<file path="src/rtl/muldiv_ctrl_pkg.sv">
// Shared definitions for the HI/LO multiply/divide unit: bus widths,
// funct codes, FSM state encoding and small arithmetic helpers.
package muldiv_ctrl_pkg;

  localparam int DATA_W            = 32;
  localparam int FUNCT_W           = 6;
  localparam int DIV_ITERS_DEFAULT = 32;

  localparam logic [FUNCT_W-1:0] FUNCT_MTHI  = 6'b010001;
  localparam logic [FUNCT_W-1:0] FUNCT_MTLO  = 6'b010011;
  localparam logic [FUNCT_W-1:0] FUNCT_MULT  = 6'b011000;
  localparam logic [FUNCT_W-1:0] FUNCT_MULTU = 6'b011001;
  localparam logic [FUNCT_W-1:0] FUNCT_DIV   = 6'b011010;
  localparam logic [FUNCT_W-1:0] FUNCT_DIVU  = 6'b011011;

  typedef enum logic [1:0] {
    MDU_IDLE   = 2'd0,
    MDU_MUL    = 2'd1,
    MDU_DIV    = 2'd2,
    MDU_DIVFIX = 2'd3
  } mdu_state_t;

  // Magnitude of a two's complement word; the most negative value maps to
  // itself, which is its correct unsigned magnitude.
  function automatic logic [DATA_W-1:0] abs_w(input logic [DATA_W-1:0] v);
    return v[DATA_W-1] ? (~v + 1'b1) : v;
  endfunction

  // Conditional two's complement negation used by the divide sign fix-up.
  function automatic logic [DATA_W-1:0] neg_if(input logic neg, input logic [DATA_W-1:0] v);
    return neg ? (~v + 1'b1) : v;
  endfunction

endpackage

</file>
<file path="src/rtl/muldiv_ctrl_div_radix2.sv">
// Iterative restoring radix-2 unsigned divider. 'start' loads the operands,
// each cycle with 'step' high performs one shift-subtract, and 'done' is
// high during the cycle whose step produces the final quotient/remainder.
module div_radix2
  import muldiv_ctrl_pkg::*;
#(
  parameter int ITERS = DIV_ITERS_DEFAULT
) (
  input  logic              clk,
  input  logic              rst_n,
  input  logic              start,
  input  logic              step,
  input  logic [DATA_W-1:0] dividend,
  input  logic [DATA_W-1:0] divisor,
  output logic [DATA_W-1:0] quotient,
  output logic [DATA_W-1:0] remainder,
  output logic              done
);

  // acc holds {remainder, quotient}; quotient bits shift in from the right
  logic [2*DATA_W-1:0] acc;
  logic [DATA_W-1:0]   divisor_q;
  logic [5:0]          count;

  logic [DATA_W:0]     shifted;
  logic [DATA_W-1:0]   diff;
  logic                fits;

  // One restoring step: the partial remainder needs DATA_W+1 bits after the
  // shift, so the compare is done at full width; the difference always fits
  // back into DATA_W bits because it is smaller than the divisor.
  always_comb begin
    shifted = {acc[2*DATA_W-1:DATA_W], acc[DATA_W-1]};
    fits    = (shifted >= {1'b0, divisor_q});
    diff    = shifted[DATA_W-1:0] - divisor_q;
  end

  // Datapath registers: load on start, iterate on step
  always_ff @(posedge clk or negedge rst_n) begin
    if (!rst_n) begin
      acc       <= '0;
      divisor_q <= '0;
      count     <= '0;
    end else if (start) begin
      acc       <= {{DATA_W{1'b0}}, dividend};
      divisor_q <= divisor;
      count     <= '0;
    end else if (step) begin
      acc       <= {(fits ? diff : shifted[DATA_W-1:0]), acc[DATA_W-2:0], fits};
      count     <= count + 6'd1;
    end
  end

  assign quotient  = acc[DATA_W-1:0];
  assign remainder = acc[2*DATA_W-1:DATA_W];
  assign done      = step && (count == 6'(ITERS - 1));

endmodule

</file>
<file path="src/rtl/muldiv_ctrl.sv">
// EX-stage HI/LO sequencer: MULT/MULTU through an external combinational
// multiplier, DIV/DIVU through the iterative divider, MTHI/MTLO directly.
// Owns HI/LO and raises stall_req while an operation must hold the pipe.
//
// Handshake: op_valid is a level held by EX for as long as stall_req is
// high; an operation is taken only in IDLE with op_valid=1 and flush=0,
// and a still-asserted op_valid outside IDLE is not a new request.
module muldiv_ctrl
  import muldiv_ctrl_pkg::*;
#(
  parameter int DIV_ITERS = 32
) (
  input  logic                clk,
  input  logic                rst_n,
  input  logic                op_valid,
  input  logic [FUNCT_W-1:0]  funct,
  input  logic [DATA_W-1:0]   operand_1,
  input  logic [DATA_W-1:0]   operand_2,
  input  logic                flush,
  output logic                mul_en,
  output logic [FUNCT_W-1:0]  mul_funct,
  output logic [DATA_W-1:0]   mul_op1,
  output logic [DATA_W-1:0]   mul_op2,
  input  logic [2*DATA_W-1:0] mul_result,
  output logic                stall_req,
  output logic                busy,
  output logic [DATA_W-1:0]   hi,
  output logic [DATA_W-1:0]   lo,
  output logic [1:0]          fsm_state
);

  mdu_state_t state, state_nxt;

  logic              is_mul, is_div, is_signed_div, is_mthi, is_mtlo;
  logic              div_by_zero, accept;
  logic              div_start, div_step, div_done;
  logic              wr_mul, wr_div;
  logic [DATA_W-1:0] div_dividend, div_divisor;
  logic [DATA_W-1:0] div_quot, div_rem;
  logic              q_neg, r_neg, zero_q;

  // Instruction decode and the accept condition
  always_comb begin
    is_mul        = (funct == FUNCT_MULT) || (funct == FUNCT_MULTU);
    is_div        = (funct == FUNCT_DIV)  || (funct == FUNCT_DIVU);
    is_signed_div = (funct == FUNCT_DIV);
    is_mthi       = (funct == FUNCT_MTHI);
    is_mtlo       = (funct == FUNCT_MTLO);
    div_by_zero   = (operand_2 == '0);
    accept        = (state == MDU_IDLE) && op_valid && !flush;
    // Divide-by-zero loads the raw dividend so it can be returned in HI
    div_dividend  = (is_signed_div && !div_by_zero) ? abs_w(operand_1) : operand_1;
    div_divisor   = is_signed_div ? abs_w(operand_2) : operand_2;
  end

  // State register
  always_ff @(posedge clk or negedge rst_n) begin
    if (!rst_n) state <= MDU_IDLE;
    else        state <= state_nxt;
  end

  // Next-state logic; flush returns any busy state to IDLE
  always_comb begin
    state_nxt = state;
    case (state)
      MDU_IDLE: begin
        if (accept && is_mul)      state_nxt = MDU_MUL;
        else if (accept && is_div) state_nxt = div_by_zero ? MDU_DIVFIX : MDU_DIV;
      end
      MDU_MUL:    state_nxt = MDU_IDLE;
      MDU_DIV: begin
        if (flush)         state_nxt = MDU_IDLE;
        else if (div_done) state_nxt = MDU_DIVFIX;
      end
      MDU_DIVFIX: state_nxt = MDU_IDLE;
      default:    state_nxt = MDU_IDLE;
    endcase
  end

  // FSM outputs. A flushed cycle never stalls, and stall is held low while
  // reset is asserted so the pipe sees a quiet unit immediately.
  always_comb begin
    mul_en    = (state == MDU_MUL);
    busy      = (state != MDU_IDLE);
    stall_req = rst_n && !flush &&
                (((state == MDU_IDLE) && op_valid && (is_mul || is_div)) ||
                 (state == MDU_DIV));
    div_start = accept && is_div;
    div_step  = (state == MDU_DIV) && !flush;
    wr_mul    = (state == MDU_MUL) && !flush;
    wr_div    = (state == MDU_DIVFIX) && !flush;
  end

  assign fsm_state = state;

  // Multiplier operand registers and recorded divide sign/zero flags
  always_ff @(posedge clk or negedge rst_n) begin
    if (!rst_n) begin
      mul_op1   <= '0;
      mul_op2   <= '0;
      mul_funct <= '0;
      q_neg     <= 1'b0;
      r_neg     <= 1'b0;
      zero_q    <= 1'b0;
    end else begin
      if (accept && is_mul) begin
        mul_op1   <= operand_1;
        mul_op2   <= operand_2;
        mul_funct <= funct;
      end
      if (div_start) begin
        q_neg  <= is_signed_div && (operand_1[DATA_W-1] ^ operand_2[DATA_W-1]);
        r_neg  <= is_signed_div && operand_1[DATA_W-1];
        zero_q <= div_by_zero;
      end
    end
  end

  div_radix2 #(
    .ITERS(DIV_ITERS)
  ) u_div (
    .clk      (clk),
    .rst_n    (rst_n),
    .start    (div_start),
    .step     (div_step),
    .dividend (div_dividend),
    .divisor  (div_divisor),
    .quotient (div_quot),
    .remainder(div_rem),
    .done     (div_done)
  );

  // Architectural HI/LO: moves, multiply result, divide result with fix-up
  always_ff @(posedge clk or negedge rst_n) begin
    if (!rst_n) begin
      hi <= '0;
      lo <= '0;
    end else if (accept && is_mthi) begin
      hi <= operand_1;
    end else if (accept && is_mtlo) begin
      lo <= operand_1;
    end else if (wr_mul) begin
      hi <= mul_result[2*DATA_W-1:DATA_W];
      lo <= mul_result[DATA_W-1:0];
    end else if (wr_div) begin
      if (zero_q) begin
        // Quotient field still holds the untouched dividend
        hi <= div_quot;
        lo <= '1;
      end else begin
        hi <= neg_if(r_neg, div_rem);
        lo <= neg_if(q_neg, div_quot);
      end
    end
  end

endmodule

</file>
<file path="config.mk">
export PLATFORM = sky130hd
export DESIGN_NAME = muldiv_ctrl
export DESIGN_NICKNAME = d
export VERILOG_FILES = /design/src/rtl/muldiv_ctrl_pkg.sv /design/src/rtl/muldiv_ctrl_div_radix2.sv /design/src/rtl/muldiv_ctrl.sv
export SDC_FILE = /design/constraint.sdc
export NUM_CORES = 1
export LEC_CHECK = 0
export CAP_MARGIN = 10
export CORE_ASPECT_RATIO = 0.75
export CORE_MARGIN = 10
export CORE_UTILIZATION = 45
export DETAILED_ROUTE_END_ITERATION = 12
export HOLD_SLACK_MARGIN = 0.03
export PLACE_DENSITY = 0.8
export SLEW_MARGIN = 30
export SYNTH_ARGS = -nofsm -noshare
export SYNTH_HDL_FRONTEND = slang
export SYNTH_SLANG_ARGS = --single-unit
</file>
<file path="constraint.sdc">
create_clock -name clk -period 4.1 [get_ports clk]
set_clock_uncertainty 0.1 [all_clocks]
set_input_delay 0.41 -clock clk [delete_from_list [all_inputs] [get_ports clk]]
set_output_delay 0.41 -clock clk [all_outputs]
set_load 0.03 [all_outputs]
</file>
# --- Word level (Yosys, flattened, before mapping) ---
# Cells that the tools add are included.
totals:
  elab_cells: 96
  output_inout_bits: 139
  in_bits: 138
  regBits: 241
op_classes:
  muxes: 26
  addsub: 6
  order_cmp: 1
  n_eq_ne: 13
  n_bitwise: 6
  reduce_logical: 32
ops:
  columns: ["operator", "n"]
  rows:
  - ["$mux 32", 16]
  - ["$add 32x1->32 const B", 4]
  - ["$mux 64", 2]
  - ["$not 32->32", 4]
  - ["$eq 6x5->1 const B", 7]
  - ["$ge 33x32->1", 1]
  - ["$logic_not 32->1", 1]
  - ["$sub 32x32->32", 1]
  - ["$logic_and 1x1->1", 16]
  - ["$mux 6", 2]
  - ["$mux 2", 4]
  - ["$add 6x1->6 const B", 1]
  - ["$pmux 2 s3", 1]
  - ["$reduce_and 2->1", 3]
  - ["$reduce_bool 3->1", 2]
  - ["$eq 2x2->1 const B", 2]
  - ["$logic_or 1x1->1", 4]
  - ["$reduce_bool 2->1", 2]
  - ["$ne 3x2->1 const B", 1]
  - ["$ne 3x3->1 const B", 1]
  - ["$eq 2x1->1 const B", 1]
  - ["$logic_not 1->1", 2]
  - ["$logic_not 2->1", 1]
  - ["$ne 2x2->1 const B", 1]
  - ["4 further kinds", 4]

# --- Logic depth before layout (Yosys ltp) ---
logic_depth:
  ltp_word: 8
  depth_mapped: 14

# --- Cells and area by module ---
# A second synthesis with hierarchy kept.
hier_totals:
  cells_unflattened: 1811
  hier_area_um2: 15887.7
by_module_without_submodules:
  columns: ["module", "area_each_um2", "cells_per_inst", "n_inst"]
  rows:
  - ["muldiv_ctrl", 9487.8, 1075, 1]
  - ["div_radix2", 6399.9, 736, 1]

# --- Worst setup path before layout ---
# Ideal clock, no wire load.
synth_path:
  path_type: "flip-flop to flip-flop"
  start: "reg u_div.acc[0]"
  end: "reg lo[30]"
  t_required_ps: 3918
  synth_period_minus_slack_ps: 3184
  t_arrival_ps: 3002
  path_stages_with_launch: 12
  setup_slack_ps: 916
  path_buffers: 0
  cell_sequence: "dfrtp_1 > inv_1 > ha_1 > nand2_1 > or3_4 > or4_4 > or4_4 > or4_4 > o41ai_4 > xnor2_1 > o221ai_2 > a31oi_1"
synth_via:
  elab_chain_len: 7
synth_lines:
  columns: ["item", "line", "text"]
  rows:
  - ["from (decl)", "muldiv_ctrl_div_radix2.sv:21", "logic [2*DATA_W-1:0] acc;"]
  - ["from (signal assigned)", "muldiv_ctrl_div_radix2.sv:45", "acc <= {{DATA_W{1'b0}}, dividend};"]
  - ["from (signal assigned)", "muldiv_ctrl_div_radix2.sv:49", "acc <= {(fits ? diff : shifted[DATA_W-1:0]), acc[DATA_W-2:0], fits};"]
  - ["$not 32->32", "muldiv_ctrl_pkg.sv:31", "return neg ? (~v + 1'b1) : v;"]
  - ["$add 32x1->32", "muldiv_ctrl_pkg.sv:31", null]
  - ["$mux 32", "muldiv_ctrl_pkg.sv:31", null]
  - ["$mux 32", "muldiv_ctrl.sv:146", "if (zero_q) begin"]
  - ["$mux 32", "muldiv_ctrl.sv:145", "end else if (wr_div) begin"]
  - ["$mux 32", "muldiv_ctrl.sv:142", "end else if (wr_mul) begin"]
  - ["$mux 32", "muldiv_ctrl.sv:140", "end else if (accept && is_mtlo) begin"]
  - ["to (signal assigned)", "muldiv_ctrl.sv:141", "lo <= operand_1;"]
  - ["to (signal assigned)", "muldiv_ctrl.sv:144", "lo <= mul_result[DATA_W-1:0];"]
  - ["to (signal assigned)", "muldiv_ctrl.sv:152", "lo <= neg_if(q_neg, div_quot);"]
  - ["to (decl)", "muldiv_ctrl.sv:28", "output logic [DATA_W-1:0] lo,"]
# Every way passes these cells. The select of a mux whose other input is x is not followed.
# A chain may end at the register's enable or synchronous reset.

# --- Worst setup path after layout ---
layout_path:
  start: "reg u_div.acc[32]"
  end: "reg u_div.acc[63]"
layout_via:
  elab_chain_len: 4
layout_lines:
  columns: ["item", "line", "text"]
  rows:
  - ["$sub 32x32->32 or $ge 33x32->1 (tied branches)", "muldiv_ctrl_div_radix2.sv:35, muldiv_ctrl_div_radix2.sv:34", null]
  - ["$mux 32 *", "muldiv_ctrl_div_radix2.sv:49", null]
  - ["$mux 64 *", "muldiv_ctrl_div_radix2.sv:48", "end else if (step) begin"]
  - ["$mux 64 *", "muldiv_ctrl_div_radix2.sv:44", "end else if (start) begin"]
# Mark *: on every way between the ends. The rest lies on a longest branch, timed or not. The select of a mux whose other input is x is not followed.

==> metrics.cfg <==
[outcome]
run_status=completed

[sta]
setup_viol=0
max_freq_mhz=270.9
rsz0062_at_grt=no
report.final.slew_viol_count=0
hold_viol=0
finalCritPeriodShare=0.9004
whs_ns=0.2476
min_period_ns=3.692
setup_tns_ns=0
relSlewSlack=0.4118
worst_slew_pin_slew_ns=0.8710

[logic_synthesis]
async_reset_ff_frac=1.000
yosysMostFrequentCell=dfrtp_1
ys.flop_type=dfrtp_1
yosysTopAreaCellShare=0.4050
synthCells=1677
synth_commonest_cells=dfrtp_1 (241), o21ai_0 (204), nand2_1 (181)
synth_seq_area_share=0.4050
syn_area_per_cell_sq_um=8.880
ys_warn_count=0
synth_edf_count=0
synth_area_sq_um=14890
synth_area_leaders=dfrtp_1 (40%), o21ai_0 (6.9%), xor2_1 (5.3%)
syn_nets=1853
yosysTopAreaCell=dfrtp_1
ys_seq_elements=241
synth_cell_types=65

[run]
cap_violations=0

[pwr]
irDropWorstVdd_mv=0.3659
p_int_w=0.005501
power_density_nw_per_um2=431.0
p_leak_nw=8.162
p_sw_frac=0.3340
p_switching_w=0.002759
comb_power_share=0.304
fin_total_pwr_w=0.008260
seqPwrFrac=0.358
clkPwrFrac=0.337

[clocking]
clock-sinks=241
clk_latency_ns=0.56
cts_buffer_depth=3
post_cts_resized=0
post_cts_buffers=0
root_buffer=clkbuf_16
cts_hold_buf=1
cts_tree=yes
htreeDepth=1
clk_pin_slew_worst_paths_ns=0.06
cts_made_buffers=28

[placement]
hpwl_um=38000
place_congestion=0.9328
port_buffers=276

[detailed_routing]
drt_first_pass_iters=6
drc_errors=0
drt_iter0_markers=1563
drt_wl_total_um=51820
wire_per_inst_um=21.88
vias_per_cell=5.997
drt.antenna.violating_nets=0
vias=14200

[global_routing]
first_global_vias=14020
antenna_found_initial=0
grt-ovfl-total=0
grt_pass1_wl_um=80960
grt_max_degree=127
grtUsageTotal=0.2445

[floorplan]
core_sq_um=32520
die_y_um=177.5
rows=57
start_util=0.4579
dieArea_sq_um=40840
num_io_pins=277
dieWidth_um=230.1

[critical_path]
worstPathArrival_ns=4.06
cp_max_fo=53
timing.rr.start=u_div.acc[32]
rrSetupSlack_ns=0.41
end_kind=register
crit_type=reg -> reg
critPathLaunchType=register
crit_required_ns=4.47
cp-endpoint=u_div.acc[63]
reg2reg_depth=12
cp-startpoint=u_div.acc[32]
timing.rr.end=u_div.acc[63]

[finish]
final_core_util=0.5894
synthToLayoutAreaGrowth_pct=28.71
nets=2082
layout-drive-gt1-share=0.09455

[min_path]
min_path_type=in -> async

[power by group through the flow]
| stage | registers [W] | clock network, W | logic [W] |
|---|---|---|---|
| floorplan | 0.00326 | 0 | 0.00119 |
| global placement | 0.00297 | 0 | 0.00244 |
| detailed placement | 0.00299 | 0 | 0.00248 |
| CTS | 0.00295 | 0.00281 | 0.00250 |
| global route | 0.00300 | 0.00291 | 0.00272 |
| finish | 0.00296 | 0.00279 | 0.00251 |
[metal layers]
| metal | GRT usage | part of all wire | vias to the layer above |
|---|---|---|---|
| met3 | 0.05775 | 0.092 | 106 |
| met4 | 0.07383 | 0.029 | 0 |
| met2 | 0.3861 | 0.45 | 725 |
| met5 | 0 | 0 | - |
| li1 | - | - | 6471 |
| met1 | 0.3275 | 0.43 | 6900 |
[cell usage in the layout (no fill, tap or decap), drive strengths merged, types with 6 or more instances in the layout]
master / instances
clkdlybuf4s50: 275
dfrtp: 241
o21ai: 209
nand2: 181
nor2: 113
xor2: 90
a21oi: 80
mux2: 66
xnor2: 62
inv: 56
a22oi: 52
nand3: 50
buf: 39
clkbuf: 39
ha: 37
mux2i: 26
or3: 26
o31ai: 25
a31oi: 24
nor3: 21
o221ai: 20
a21o: 19
nand2b: 18
or4: 16
o41ai: 15
a221oi: 13
a211oi: 11
nor2b: 10
o22ai: 8
and2: 7
nand4: 7
and3: 7
nor4: 6
[final cells by class]
class,instances,area [sq um]
fillers,2812,13350
repair buffers,315,3104
well taps,442,553.0
diodes,1,2.502
multi-input cells,1265,8242
clock inverters,10,181.4
inverters,55,206.4
flip-flops and latches,241,6035
clock buffers,39,843.3
[worst min path at each step]
stage / cells after the start / startpoint / end / slack [ns]
2_1_floorplan: 0 / rst_n / fsm_state[0] / 0.01
3_3_place_gp: 1 / rst_n / u_div.divisor_q[11] / 0.24
3_5_place_dp: 1 / rst_n / u_div.divisor_q[9] / 0.24
4_1_cts: 2 / rst_n / u_div.divisor_q[9] / 0.27
5_1_grt: 2 / rst_n / u_div.divisor_q[11] / 0.30
6_report: 2 / rst_n / u_div.divisor_q[11] / 0.25
[sequential cells by signal, summed over array words and instances, names as in the netlist, 6 cells and up]
register,flops
lo,32
mul_op2,32
u_div.divisor_q,32
u_div.count,6
hi,32
mul_funct,6
u_div.acc,64
mul_op1,32
[kinds of logic after synthesis]
| logic type | after synthesis | share of synthesized area |
|---|---|---|
| compound gates | 508 | 0.2140 |
| simple gates | 475 | 0.1478 |
| flops | 241 | 0.4050 |
| buf+inv | 171 | 0.04403 |
| xor+xnor | 152 | 0.08940 |
| mux | 92 | 0.06738 |
| fa+ha+maj | 38 | 0.03243 |
[worst max-delay path, cell delays in order (launching register included)]
cell and delay (ns):
dfrtp_1 0.52, ha_1 0.37, nor2b_1 0.23, o2111ai_1 0.18, a211oi_1 0.39, nor2_1 0.17
o2111ai_1 0.33, nand2_1 0.18, o41ai_4 0.33, buf_12 0.30, nand3_1 0.12, mux2_2 0.31
o211ai_1 0.09
[metrics by stage]
stage / instances / area [sq um] / setup slack (ns)
after detailed placement: 2317 / 18120 / 0.4246
after CTS: 2367 / 19160 / 0.4656
after global placement: 2317 / 18120 / 0.4994
final: 2368 / 19170 / 0.4082
after floorplan: 1677 / 14890 / 0.9162
after global routing: 2367 / 19160 / 0.2037
Note: power is estimated with default switching activity, not from simulation.
